**src/rtl/cdc_pkg.sv**
```systemverilog
`default_nettype none
// ============================================================================
// Module      : cdc_pkg
// Description : Shared types and constants for the CDC sequence sender/receiver.
// Revision    : 1.0 - initial release
// ============================================================================
package cdc_pkg;

    typedef enum logic [2:0] {
        ST_IDLE   = 3'd0,
        ST_REQ_HI = 3'd1,
        ST_REQ_LO = 3'd2,
        ST_GAP    = 3'd3,
        ST_DONE   = 3'd4,
        ST_FAULT  = 3'd5
    } state_t;

    localparam int c_DEF_WIDTH = 4;
    localparam int c_DEF_START = 1;
    localparam int c_CNT_W     = 16;

endpackage
`default_nettype wire

```
**src/rtl/sync_ff.sv**
```systemverilog
`default_nettype none
// ============================================================================
// Module      : sync_ff
// Description : STAGES-flop single-bit synchronizer, async active-low reset.
// Revision    : 1.0 - initial release
// ============================================================================
module sync_ff #(
    parameter int STAGES = 2
) (
    input  logic clk,
    input  logic rst,
    input  logic d,
    output logic q
);

    logic [STAGES-1:0] r_chain;

    always_ff @(posedge clk or negedge rst) begin
        if (!rst) begin
            r_chain <= '0;
        end else begin
            r_chain <= {r_chain[STAGES-2:0], d};
        end
    end

    assign q = r_chain[STAGES-1];

endmodule
`default_nettype wire

```
**src/rtl/cdc_seq_sender.sv**
```systemverilog
`default_nettype none
// ============================================================================
// Module      : cdc_seq_sender
// Description : Incrementing-sequence source with four-phase req/ack CDC handshake.
// Revision    : 1.0 - initial release
// ============================================================================
module cdc_seq_sender
    import cdc_pkg::*;
#(
    parameter int WIDTH          = c_DEF_WIDTH,
    parameter int START_VALUE    = c_DEF_START,
    parameter int NUM_WORDS      = 0,
    parameter int GAP_CYCLES     = 2,
    parameter int SYNC_STAGES    = 2,
    parameter int TIMEOUT_CYCLES = 0
) (
    input  logic               clk,
    input  logic               rst,
    input  logic               enable,
    input  logic               err_inject,
    input  logic               ack_async,
    output logic               req,
    output logic [WIDTH-1:0]   data,
    output logic               busy,
    output logic               done,
    output logic               timeout,
    output logic [c_CNT_W-1:0] sent_count
);

    localparam logic [WIDTH-1:0]   c_ONE      = WIDTH'(1);
    localparam logic [c_CNT_W-1:0] c_LIMIT    = c_CNT_W'(NUM_WORDS);
    localparam logic [c_CNT_W-1:0] c_GAP_LAST = c_CNT_W'(GAP_CYCLES - 1);
    localparam logic [c_CNT_W-1:0] c_TO_LAST  = c_CNT_W'(TIMEOUT_CYCLES - 1);

    state_t             r_state, w_state;
    logic               r_req, w_req;
    logic [WIDTH-1:0]   r_data, w_data;
    logic [WIDTH-1:0]   r_seq, w_seq;
    logic               r_err_pend, w_err_pend;
    logic               r_done, w_done;
    logic               r_timeout, w_timeout;
    logic [c_CNT_W-1:0] r_sent, w_sent;
    logic [c_CNT_W-1:0] r_gap_cnt, w_gap_cnt;
    logic [c_CNT_W-1:0] r_to_cnt, w_to_cnt;
    logic               w_ack_sync;
    logic               w_to_expired;

    sync_ff #(
        .STAGES (SYNC_STAGES)
    ) u_ack_sync (
        .clk (clk),
        .rst (rst),
        .d   (ack_async),
        .q   (w_ack_sync)
    );

    assign w_to_expired = (TIMEOUT_CYCLES != 0) && (r_to_cnt == c_TO_LAST);

    always_comb begin
        w_state    = r_state;
        w_req      = r_req;
        w_data     = r_data;
        w_seq      = r_seq;
        w_err_pend = r_err_pend | err_inject;
        w_done     = r_done;
        w_timeout  = r_timeout;
        w_sent     = r_sent;
        w_gap_cnt  = r_gap_cnt;
        w_to_cnt   = r_to_cnt + c_CNT_W'(1);
        case (r_state)
            ST_IDLE: begin
                // A pulse arriving in the launch cycle is folded in via w_err_pend.
                if (enable && !w_ack_sync && !r_done) begin
                    w_state    = ST_REQ_HI;
                    w_req      = 1'b1;
                    w_data     = w_err_pend ? (r_seq ^ c_ONE) : r_seq;
                    w_err_pend = 1'b0;
                    w_to_cnt   = '0;
                end
            end
            ST_REQ_HI: begin
                if (w_ack_sync) begin
                    w_state  = ST_REQ_LO;
                    w_req    = 1'b0;
                    w_seq    = r_seq + c_ONE;
                    w_to_cnt = '0;
                    if (r_sent != '1) begin
                        w_sent = r_sent + c_CNT_W'(1);
                    end
                end else if (w_to_expired) begin
                    w_state   = ST_FAULT;
                    w_req     = 1'b0;
                    w_timeout = 1'b1;
                end
            end
            ST_REQ_LO: begin
                if (!w_ack_sync) begin
                    if ((NUM_WORDS != 0) && (r_sent == c_LIMIT)) begin
                        w_state = ST_DONE;
                        w_done  = 1'b1;
                    end else if (GAP_CYCLES == 0) begin
                        w_state = ST_IDLE;
                    end else begin
                        w_state   = ST_GAP;
                        w_gap_cnt = '0;
                    end
                end else if (w_to_expired) begin
                    w_state   = ST_FAULT;
                    w_timeout = 1'b1;
                end
            end
            ST_GAP: begin
                if (r_gap_cnt == c_GAP_LAST) begin
                    w_state = ST_IDLE;
                end else begin
                    w_gap_cnt = r_gap_cnt + c_CNT_W'(1);
                end
            end
            default: begin
                // DONE and FAULT hold until reset.
            end
        endcase
    end

    always_ff @(posedge clk or negedge rst) begin
        if (!rst) begin
            r_state    <= ST_IDLE;
            r_req      <= 1'b0;
            r_data     <= '0;
            r_seq      <= WIDTH'(START_VALUE);
            r_err_pend <= 1'b0;
            r_done     <= 1'b0;
            r_timeout  <= 1'b0;
            r_sent     <= '0;
            r_gap_cnt  <= '0;
            r_to_cnt   <= '0;
        end else begin
            r_state    <= w_state;
            r_req      <= w_req;
            r_data     <= w_data;
            r_seq      <= w_seq;
            r_err_pend <= w_err_pend;
            r_done     <= w_done;
            r_timeout  <= w_timeout;
            r_sent     <= w_sent;
            r_gap_cnt  <= w_gap_cnt;
            r_to_cnt   <= w_to_cnt;
        end
    end

    assign req        = r_req;
    assign data       = r_data;
    assign busy       = (r_state != ST_IDLE) && (r_state != ST_DONE);
    assign done       = r_done;
    assign timeout    = r_timeout;
    assign sent_count = r_sent;

endmodule
`default_nettype wire

```
**config.mk**
```make
export PLATFORM = sky130hd
export DESIGN_NAME = cdc_seq_sender
export DESIGN_NICKNAME = d
export VERILOG_FILES = /design/src/rtl/cdc_pkg.sv /design/src/rtl/sync_ff.sv /design/src/rtl/cdc_seq_sender.sv
export SDC_FILE = /design/constraint.sdc
export NUM_CORES = 1
export LEC_CHECK = 0
export BUFFER_PORTS_ARGS = -buffer_cell sky130_fd_sc_hd__buf_4
export CAP_MARGIN = 20
export CORE_MARGIN = 10
export CORE_UTILIZATION = 45
export DETAILED_ROUTE_END_ITERATION = 12
export GPL_TIMING_DRIVEN = 0
export PLACE_DENSITY = 0.69
export SLEW_MARGIN = 20
export SYNTH_ARGS = -nofsm -noshare
export SYNTH_HDL_FRONTEND = slang
export SYNTH_HIERARCHICAL = 1
export SYNTH_SLANG_ARGS = --single-unit
```
**constraint.sdc**
```tcl
create_clock -name clk -period 3.7 [get_ports clk]
set_input_delay 0 -clock clk [delete_from_list [all_inputs] [get_ports clk]]
set_output_delay 0 -clock clk [all_outputs]
set_load 0.02 [all_outputs]
```
==> impl_metrics.yaml, run 1 <==
outcome:
  status: "completed"
logic_synthesis:
  syn_area_per_cell_sq_um: 10.2
  synth_top_cell_by_area: "dfrtp_1"
  synth-seq-cells: 46
  synthDistinctLibCells: 51
  synth-warning-count: 6
  synthFlopType: "dfrtp_1"
  syn_inst: 243
  yosys.area.top_type_share_pct: 45.4
  yosysMostFrequentCell: "dfrtp_1"
  synthTopCellsByArea: "dfrtp_1, xnor2_1, nand2_1"
  synthTopCellsByCount: "dfrtp_1, nand2_1, xnor2_1, nand3_1"
  synth_edf_count: 0
  synthArstFlopShare_pct: 100
  ys_seq_area_share_pct: 46.4
  synth_area_sq_um: 2480
global_route:
  grt-ovfl-total: 0
  grt_antenna_before_repair: 0
  grt_max_degree: 47
  grt_pass1_wl_microns: 9080
  grt_usage_pct: 12.4
  grt_pass1_vias: 1882
pwr:
  fin_total_pwr_w: 0.00171
  p_leak_nw: 1.25
  peakVddDrop_mv: 0.216
  power_density_nw_per_um2: 594
sta:
  setup_tns_ns: 0
  setup_violations: 0
  worst_pin_slew_ns: 0.574
  rsz0062_at_grt: "no"
  hold_viol: 0
  post-route-period-util_pct: 55.0
  slew_headroom_pct: 61.8
  report.final.slew_viol_count: 0
  period_minus_slack_ns: 2.04
  max_freq_ghz: 0.491
  finClkSkew_ns: 0.00793
route:
  detail_route.iter0.violations: 149
  vias: 1948
  vias_per_cell: 5.55
  route.detailed.drc: 0
  routed_wl_microns: 5140
  detail-route-antenna-nets: 0
  detail_route.wl_per_cell_microns: 14.6
  dr.pass1.iters: 4
floorplanning:
  coreArea_sq_um: 5240
  dieArea_sq_um: 8880
  io-pin-count: 29
  fp.dieW_microns: 94.3
  initial_utilization_pct: 47.4
  rows: 26
  die_h_microns: 94.3
worst_setup_path:
  rr_startpoint: "r_state[0]$_DFFE_PN0P_"
  worstPathArrival_ns: 2.20
  reg2reg_setup_slack_ns: 1.66
  critPathKind: "reg2reg"
  crit_required_ns: 3.86
  cp-start-kind: "flop"
  regToRegEndpoint: "r_gap_cnt[7]$_DFFE_PN0P_"
  reg2regPathDepth: 7
  cp-end-kind: "flop"
  cp_max_fo: 10
hold_path:
  holdPathStages: 4
  holdPathEnd: "data[3]$_DFFE_PN0P_"
  worstHoldStart: "enable"
  hp-class: "in2reg"
placement:
  port_buffers: 26
  gp_congestion: 0.932
  place_hpwl_microns: 3710
layout:
  final_nets: 293
  seq_area_sq_um: 1150
  num_antenna_cells: 0
  multi_input_area_sq_um: 1220
  drive_gt1_share_pct: 20.3
  area_growth_pct: 16.3
  fillerInstances: 479
cts:
  clock-sinks: 46
  cts_made_buffers: 5
  cts_tree: "done"
  htree_levels: 2
  cts.clk_slew.worst_paths_ns: 0.09
  cts_resized: 0
  clockBufferDepth: 2
  cts_root_buf: "clkbuf_8"
  insertion_delay_ns: 0.30
run:
  maxCapViolCount: 0
[where the power goes]
part / internal (W) / switching, W
Sequential: 0.000611 / 0.0000970
Clock: 0.000133 / 0.000173
Combinational: 0.000276 / 0.000423
[layout by cell type, fill, tap and decap left out, types with 2 or more instances in the layout]
cell type      instances
and3_1                 4
clkinv_2               2
a22o_1                 2
and2_1                 7
or4_1                  3
buf_2                  2
o2111ai_1              5
nor3_1                 2
nand4_2                2
nand4b_1               3
conb_1                 2
o21ai_1                2
dlygate4sd3_1          3
nand2_1               28
mux2_2                 3
dfrtp_1               45
nand4_1               12
nand3_1               13
mux2i_1                2
a31oi_1                7
a21oi_1                4
inv_1                 12
clkbuf_1               4
o221ai_1               2
and4_1                 3
nor4_1                 3
o21ai_0                7
mux2_1                 2
ha_1                   8
buf_4                 30
xnor2_1               17
clkbuf_8               5
o211ai_1               6
nor2_1                 8
[worst max-delay path, cell delays in order (launching register included)]
cell     delay, ns
dfrtp_1       0.38
inv_1         0.08
ha_1          0.29
nand2_1       0.16
o21ai_1       0.22
a21oi_1       0.31
buf_2         0.31
a31oi_1       0.14
[worst max-delay path by stage]
stage                                 from                        to  slack, ns  depth (start not counted)
global route        r_state[0]$_DFFE_PN0P_  r_gap_cnt[7]$_DFFE_PN0P_       1.49                          7
detailed placement  r_state[0]$_DFFE_PN0P_    r_state[1]$_DFFE_PN0P_       1.69                          7
finish              r_state[0]$_DFFE_PN0P_  r_gap_cnt[7]$_DFFE_PN0P_       1.66                          7
global placement    r_state[0]$_DFFE_PN0P_    r_state[1]$_DFFE_PN0P_       1.73                          7
CTS                 r_state[0]$_DFFE_PN0P_    r_state[1]$_DFFE_PN0P_       1.68                          7
floorplan           r_state[0]$_DFFE_PN0P_    r_state[1]$_DFFE_PN0P_       1.93                          7
[per-layer routing]
metal	part of all wire (%)	vias to the layer above	global-route usage, %	routed length [microns]
met4	1.2	0	4.94	61
met1	47	934	16.4	2420
met5	0	-	0	0
met2	45	44	18.1	2290
li1	-	964	-	-
met3	7.0	6	3.92	361
[sequential cells by signal, summed over array words and instances, names as in the netlist]
| signal | cells |
|---|---|
| u_ack_sync/r_chain | 2 |
| r_seq | 4 |
| r_err_pend | 1 |
| sent_count | 16 |
| r_state | 2 |
| req | 1 |
| data | 4 |
| r_gap_cnt | 16 |
[timing repair]
item | in CTS | in global routing
setup buffers | 0 | 0
hold buffers | 3 | 0
hold endpoints to repair | 47 | 0
[layout make-up]
type	instances	area share (%)
plain buffers	11	2.30
inverters	12	1.56
clock buffers	5	2.39
flip-flops and latches	46	39.9
well taps	70	3.04
repair buffers	29	7.81
multi-input cells	175	42.3
clock inverters	3	0.650
[per-stage QoR]
stage	hold slack [ns]	util, %	setup slack (ns)	cell area, sq um	std cells
2_1_floorplan	-0.296	-	1.93	2480	244
3_3_place_gp	0.0552	52.8	1.73	2770	340
3_5_place_dp	0.0561	52.8	1.69	2770	340
4_1_cts	0.139	55.1	1.68	2890	351
5_1_grt	0.182	55.1	1.49	2890	351
6_report	0.135	55.1	1.66	2890	351
[cell families (layout without fill, tap and decap cells)]
family / Yosys count / count (layout) / synth area share (%)
AOI/OAI and AO/OA: 42 / 42 / 12.3
buffers and inverters: 23 / 60 / 4.49
xor gates and xnor gates: 18 / 18 / 6.35
and+or+nand+nor: 98 / 98 / 23.2
other: 1 / 2 / 0.151
DFF: 46 / 46 / 46.4
muxes: 7 / 7 / 3.08
adders and majority gates: 8 / 8 / 4.03
(Power assumes the default switching activity.)
==> inputs of run 2 (changes only) <==
--- a/config.mk
+++ b/config.mk
@@ -5,6 +5,7 @@
 export SDC_FILE = /design/constraint.sdc
 export NUM_CORES = 1
 export LEC_CHECK = 0
+export ABC_AREA = 1
 export BUFFER_PORTS_ARGS = -buffer_cell sky130_fd_sc_hd__buf_4
 export CAP_MARGIN = 20
 export CORE_MARGIN = 10
==> constraint.sdc (replaced) <==
create_clock -name clk -period 1.9 [get_ports clk]
set_input_delay 0 -clock clk [delete_from_list [all_inputs] [get_ports clk]]
set_output_delay 0 -clock clk [all_outputs]
set_load 0.02 [all_outputs]
==> impl_metrics.yaml, run 2 <==
outcome:
  status: "completed"
global_route:
  grt_antenna_before_repair: 0
  grt-ovfl-total: 0
  grt_pass1_wl_microns: 10100
  grt_pass1_vias: 2195
  grt_max_degree: 47
  grt_usage_pct: 12.0
layout:
  layout_commonest_cell: "nand2_1"
  fillerInstances: 595
  final_nets: 424
  area_growth_pct: 15.1
  drive_gt1_share_pct: 13.8
  layout_common_cells: "nand2_1, dfrtp_1, nor2_1, nand3_1, inv_1"
  num_antenna_cells: 0
logic_synthesis:
  synth_area_sq_um: 2760
  synthFlopType: "dfrtp_1"
  yosysMostFrequentCell: "nand2_1"
  syn_area_per_cell_sq_um: 7.39
  synthXorXnorAreaFrac_pct: 5.07
  synth_compound_area_share_pct: 4.98
  synth_top_cell_by_area: "dfrtp_1"
  yosys.area.top_type_share_pct: 40.7
  synthMuxAreaShare_pct: 0.407
  synthSimpleGateAreaFrac_pct: 37.2
  synthTopCellsByArea: "dfrtp_1, nand2_1, nand3_1"
  synth-seq-cells: 46
  ys_seq_area_share_pct: 41.7
  synthDistinctLibCells: 28
  synthArstFlopShare_pct: 100
  synth_top_family_by_area: "simple AND/OR/NAND/NOR gates"
  synth-warning-count: 6
  syn_inst: 374
  synthTopCellsByCount: "nand2_1, dfrtp_1, nor2_1, nand3_1, inv_1"
  synth_edf_count: 0
  synthAdderAreaFrac_pct: 3.62
floorplanning:
  coreArea_sq_um: 5960
  io-pin-count: 29
  rows: 28
  fp.dieW_microns: 98.4
  initial_utilization_pct: 46.4
  dieArea_sq_um: 9680
  die_h_microns: 98.4
sta:
  finClkSkew_ns: 0.00506
  max_freq_ghz: 0.594
  hold_slack_ns: 0.148
  worst_pin_slew_ns: 0.589
  period_minus_slack_ns: 1.68
  setup_tns_ns: 0
  report.final.slew_viol_count: 0
  rsz0062_at_grt: "no"
  slew_headroom_pct: 60.7
  setup_violations: 0
  post-route-period-util_pct: 88.6
  hold_viol: 0
cts:
  clock-sinks: 46
  cts.clk_slew.worst_paths_ns: 0.09
  cts_tree: "done"
  htree_levels: 2
  cts_made_buffers: 5
  cts_setup_buffers: 0
  cts_root_buf: "clkbuf_8"
  insertion_delay_ns: 0.30
  clockBufferDepth: 2
route:
  vias: 2394
  detail_route.wl_per_cell_microns: 11.9
  vias_per_cell: 4.92
  detail_route.iter0.violations: 185
  routed_wl_microns: 5790
  route.detailed.drc: 0
  dr.pass1.iters: 5
  detail-route-antenna-nets: 0
pwr:
  internal-power_w: 0.00193
  p_leak_nw: 1.52
  p_sw_w: 0.00128
  peakVddDrop_mv: 0.600
  swShare_pct: 39.8
  combPwrFrac_pct: 38.5
  power_density_nw_per_um2: 1010
  p_clk_share_pct: 19.6
  p_seq_share_pct: 41.9
worst_setup_path:
  cp-end-kind: "flop"
  reg2regPathDepth: 11
  reg2reg_setup_slack_ns: 0.22
  crit_end: "sent_count[10]$_DFFE_PN0P_"
  worstPathArrival_ns: 1.88
  regToRegEndpoint: "sent_count[10]$_DFFE_PN0P_"
  worstPathCellList: "ha_1 > nand3_2 > inv_2 > nand2_4 > nor2_4 > nand2_4 > nand2_8 > inv_4 > buf_6 > nand2_1 > nand2_1"
  crit_required_ns: 2.09
  cp_max_fo: 10
  rr_startpoint: "sent_count[0]$_DFFE_PN0P_"
  cp-start-kind: "flop"
  critPathKind: "reg2reg"
  crit_slowest_cell: "dfrtp_1"
  slowest_delay_ns: 0.47
  setup.worst_path.start: "sent_count[0]$_DFFE_PN0P_"
placement:
  place_hpwl_microns: 4300
  port_buffers: 26
  gp_congestion: 0.831
run:
  maxCapViolCount: 0
hold_path:
  hp-class: "in2reg"
-- run 2: cell families after synthesis --
family,Yosys count
AO/OA/AOI/OAI,27
XOR/XNOR,16
adder cells (fa/ha/maj),8
buffers and inverters,42
flip-flops,46
multiplexers,1
other,1
AND/OR/NAND/NOR,233
-- run 2: final cells by class --
class / instances / area, sq um / share of cell area [%]
clock buffers: 6 / 82.6 / 2.60
flip-flops and latches: 46 / 1150 / 36.2
multi-input cells: 287 / 1430 / 44.8
well taps: 75 / 93.8 / 2.95
plain buffers: 7 / 56.3 / 1.77
inverters: 35 / 134 / 4.21
repair buffers: 29 / 225 / 7.08
clock inverters: 2 / 12.5 / 0.393
-- run 2: through the flow --
| step | total power [W] | std cells | setup slack, ns | instance area, sq um | util (%) |
|---|---|---|---|---|---|
| finish | 0.00321 | 487 | 0.217 | 3180 | 53.4 |
| detailed placement | 0.00261 | 476 | 0.230 | 3060 | 51.3 |
| floorplan | 0.00219 | 375 | 0.286 | 2770 | - |
| CTS | 0.00325 | 487 | 0.213 | 3180 | 53.4 |
| global route | 0.00344 | 487 | 0.0877 | 3180 | 53.4 |
| global placement | 0.00258 | 476 | 0.248 | 3060 | 51.3 |
-- run 2: worst min-delay path by stage --
stage | from | to | slack, ns | depth (start not counted)
2_1_floorplan | rst | data[0]$_DFFE_PN0P_ | -0.30 | 0
3_3_place_gp | rst | r_gap_cnt[9]$_DFFE_PN0P_ | 0.05 | 1
3_5_place_dp | rst | r_gap_cnt[9]$_DFFE_PN0P_ | 0.05 | 1
4_1_cts | enable | req$_DFFE_PN0P_ | 0.15 | 6
5_1_grt | enable | req$_DFFE_PN0P_ | 0.17 | 6
6_report | enable | req$_DFFE_PN0P_ | 0.15 | 6
-- run 2: critical path: cells and delay by family, from the launching register on --
family / cells / cell delay (ns)
AND/OR/NAND/NOR: 7 / 0.59
flip-flops: 1 / 0.47
buffers and inverters: 3 / 0.26
adder cells (fa/ha/maj): 1 / 0.24
-- run 2: per-layer routing --
layer  up-vias  part of all wire (%)  wire length, microns  GRT usage (%)
li1       1251                     -                     -              -
met1      1114                    50                  2890           15.7
met2        25                    46                  2660           19.3
met3         4                   3.6                   208           2.96
met4         0                  0.59                    34           2.65
met5         -                     0                     0              0
-- run 2: timing repair --
action | CTS | global route
resized for setup | 0 | 0
hold buffers | 3 | 0
hold endpoints to repair | 47 | 0
-- run 2: power by group through the flow --
stage	combinational (W)	sequential, W	clock [W]
after global routing	0.00140	0.00137	0.000676
after CTS	0.00126	0.00134	0.000651
after floorplan	0.000771	0.00142	0
after global placement	0.00123	0.00136	0
after detailed placement	0.00125	0.00136	0
final	0.00124	0.00134	0.000629
==> inputs of run 3 (changes only) <==
--- a/config.mk
+++ b/config.mk
@@ -8,12 +8,13 @@
 export ABC_AREA = 1
 export BUFFER_PORTS_ARGS = -buffer_cell sky130_fd_sc_hd__buf_4
 export CAP_MARGIN = 20
+export CELL_PAD_IN_SITES_DETAIL_PLACEMENT = 1
+export CELL_PAD_IN_SITES_GLOBAL_PLACEMENT = 2
 export CORE_MARGIN = 10
-export CORE_UTILIZATION = 45
+export CORE_UTILIZATION = 34
 export DETAILED_ROUTE_END_ITERATION = 12
 export GPL_TIMING_DRIVEN = 0
-export PLACE_DENSITY = 0.69
-export SLEW_MARGIN = 20
+export PLACE_DENSITY = 0.85
 export SYNTH_ARGS = -nofsm -noshare
 export SYNTH_HDL_FRONTEND = slang
 export SYNTH_HIERARCHICAL = 1
==> impl_metrics.yaml, run 3 (synthesized netlist as in run 2, its figures left out) <==
worst_setup_path:
  cp_num_cells: 11
  regToRegEndpoint: "sent_count[10]$_DFFE_PN0P_"
  crit_end: "sent_count[10]$_DFFE_PN0P_"
  cp-end-kind: "flop"
  reg2regPathDepth: 11
  critPathBufInv: 3
  critical-path-top-delay-family: "simple AND/OR/NAND/NOR gates"
  slowest_delay_ns: 0.45
  worstPathArrival_ns: 1.89
  crit_slowest_cell: "dfrtp_1"
  reg2reg_setup_slack_ns: 0.20
  cp_max_fo: 10
  worstPathCellList: "ha_1 > nand3_2 > inv_2 > nand2_4 > nor2_4 > nand2_4 > nand2_8 > inv_4 > buf_6 > nand2_1 > nand2_1"
  cp-start-kind: "flop"
  crit_required_ns: 2.09
  setup.worst_path.start: "sent_count[0]$_DFFE_PN0P_"
  critPathKind: "reg2reg"
  rr_startpoint: "sent_count[0]$_DFFE_PN0P_"
placement:
  dp_slack_ns: 0.188
  place_hpwl_microns: 5360
  port_buffers: 26
  place_inst: 503
  gp_congestion: 0.782
pwr:
  combPwrFrac_pct: 39.3
  p_sw_w: 0.00133
  p_leak_nw: 1.53
  swShare_pct: 40.7
  p_seq_share_pct: 41.3
  power_density_nw_per_um2: 1020
  p_clk_share_pct: 19.4
  internal-power_w: 0.00194
  peakVddDrop_mv: 0.498
global_route:
  grt_max_degree: 47
  grt_antenna_before_repair: 0
  grt_usage_pct: 12.9
  grt-ovfl-total: 0
  grt_pass1_vias: 2639
  grt_pass1_wl_microns: 12600
route:
  dr.pass1.iters: 4
  routed_wl_microns: 7180
  vias_per_cell: 4.78
  vias: 2458
  wl_met3_microns: 276
  route.detailed.drc: 0
  met1Wirelength_microns: 3540
  route.met2.wl_microns: 3290
  detail-route-antenna-nets: 0
  top_layer: "met4"
  detail_route.iter0.violations: 72
  detail_route.wl_per_cell_microns: 14.0
cts:
  cts_root_buf: "clkbuf_8"
  insertion_delay_ns: 0.30
  cts_tree: "done"
  htree_levels: 2
  clockBufferDepth: 2
  cts.clk_slew.worst_paths_ns: 0.09
  clock-sinks: 46
  cts_made_buffers: 5
layout:
  final_nets: 424
  layout_common_cells: "nand2_1, dfrtp_1, nor2_1, nand3_1, inv_1"
  area_growth_pct: 16.2
  num_antenna_cells: 0
  layout_commonest_cell: "nand2_1"
  layout.cells.non_filler: 514
  drive_gt1_share_pct: 13.6
sta:
  post-route-period-util_pct: 89.4
  setup_violations: 0
  hold_viol: 0
  fin_ws_ns: 0.201
  finClkSkew_ns: 0.00858
  rsz0062_at_grt: "no"
  report.final.slew_viol_count: 0
  setup_tns_ns: 0
  worst_pin_slew_ns: 0.619
  max_freq_ghz: 0.589
  period_minus_slack_ns: 1.70
  slew_headroom_pct: 58.7
floorplanning:
  coreArea_sq_um: 7810
  io-pin-count: 29
  fp.dieW_microns: 110
  die_h_microns: 110
  dieArea_sq_um: 12100
  initial_utilization_pct: 35.4
  rows: 32
hold_path:
  hp-class: "in2reg"
run:
  maxCapViolCount: 0
outcome:
  status: "completed"
-- run 3: cell types whose count changed in the layout (fill, tap and decap cells not counted) --
| cell | change |
|---|---|
| clkbuf_1 | +1 |
| clkinvlp_4 | -1 |
-- run 3: worst min-delay path by stage --
stage,startpoint,end,slack [ns],cells after the start
after floorplan,rst,data[0]$_DFFE_PN0P_,-0.30,0
after global routing,enable,data[1]$_DFFE_PN0P_,0.22,3
final,enable,req$_DFFE_PN0P_,0.18,6
after global placement,rst,r_gap_cnt[9]$_DFFE_PN0P_,0.07,1
after detailed placement,rst,r_gap_cnt[9]$_DFFE_PN0P_,0.07,1
after CTS,enable,req$_DFFE_PN0P_,0.18,6
-- run 3: power groups by stage --
stage | logic, W | clock network, W | registers (W)
after floorplan | 0.000771 | 0 | 0.00142
after global placement | 0.00127 | 0 | 0.00136
after detailed placement | 0.00131 | 0 | 0.00137
after CTS | 0.00132 | 0.000658 | 0.00135
after global routing | 0.00148 | 0.000700 | 0.00138
final | 0.00128 | 0.000633 | 0.00135
-- run 3: worst min-delay path: stages --
cell and delay, ns:
buf_4 0.09, a21oi_1 0.07, nor2_1 0.09, nand2_1 0.07, nand2_1 0.06, o21ai_0 0.07
-- run 3: layer usage --
layer	vias up	global-route usage [%]
li1	1246	-
met1	1179	16.8
met2	27	20.8
met3	6	3.13
met4	0	3.30
met5	-	0
-- run 3: timing repair --
action	4_1_cts	5_1_grt
setup buffers	0	0
endpoints found under the hold margin	47	0
hold buffers	3	0
resized for setup	0	0
-- run 3: metrics by stage --
stage	hold WS, ns	total power [W]	util, %	cell area (sq um)
after floorplan	-0.296	0.00219	-	2770
after global placement	0.0707	0.00263	39.6	3090
after detailed placement	0.0701	0.00268	39.6	3090
after CTS	0.178	0.00333	41.1	3210
after global routing	0.218	0.00356	41.1	3210
final	0.183	0.00326	41.1	3210
-- run 3: layout make-up --
cell class                 count  area (sq um)
sequential                    46          1150
timing repair buffer          29           225
clock buffer                   7          86.3
fill                        1010          4600
clock inverter                 1          5.00
multi-input combinational    287          1430
tap                          102           128
buffer                         7          56.3
inverter                      35           134
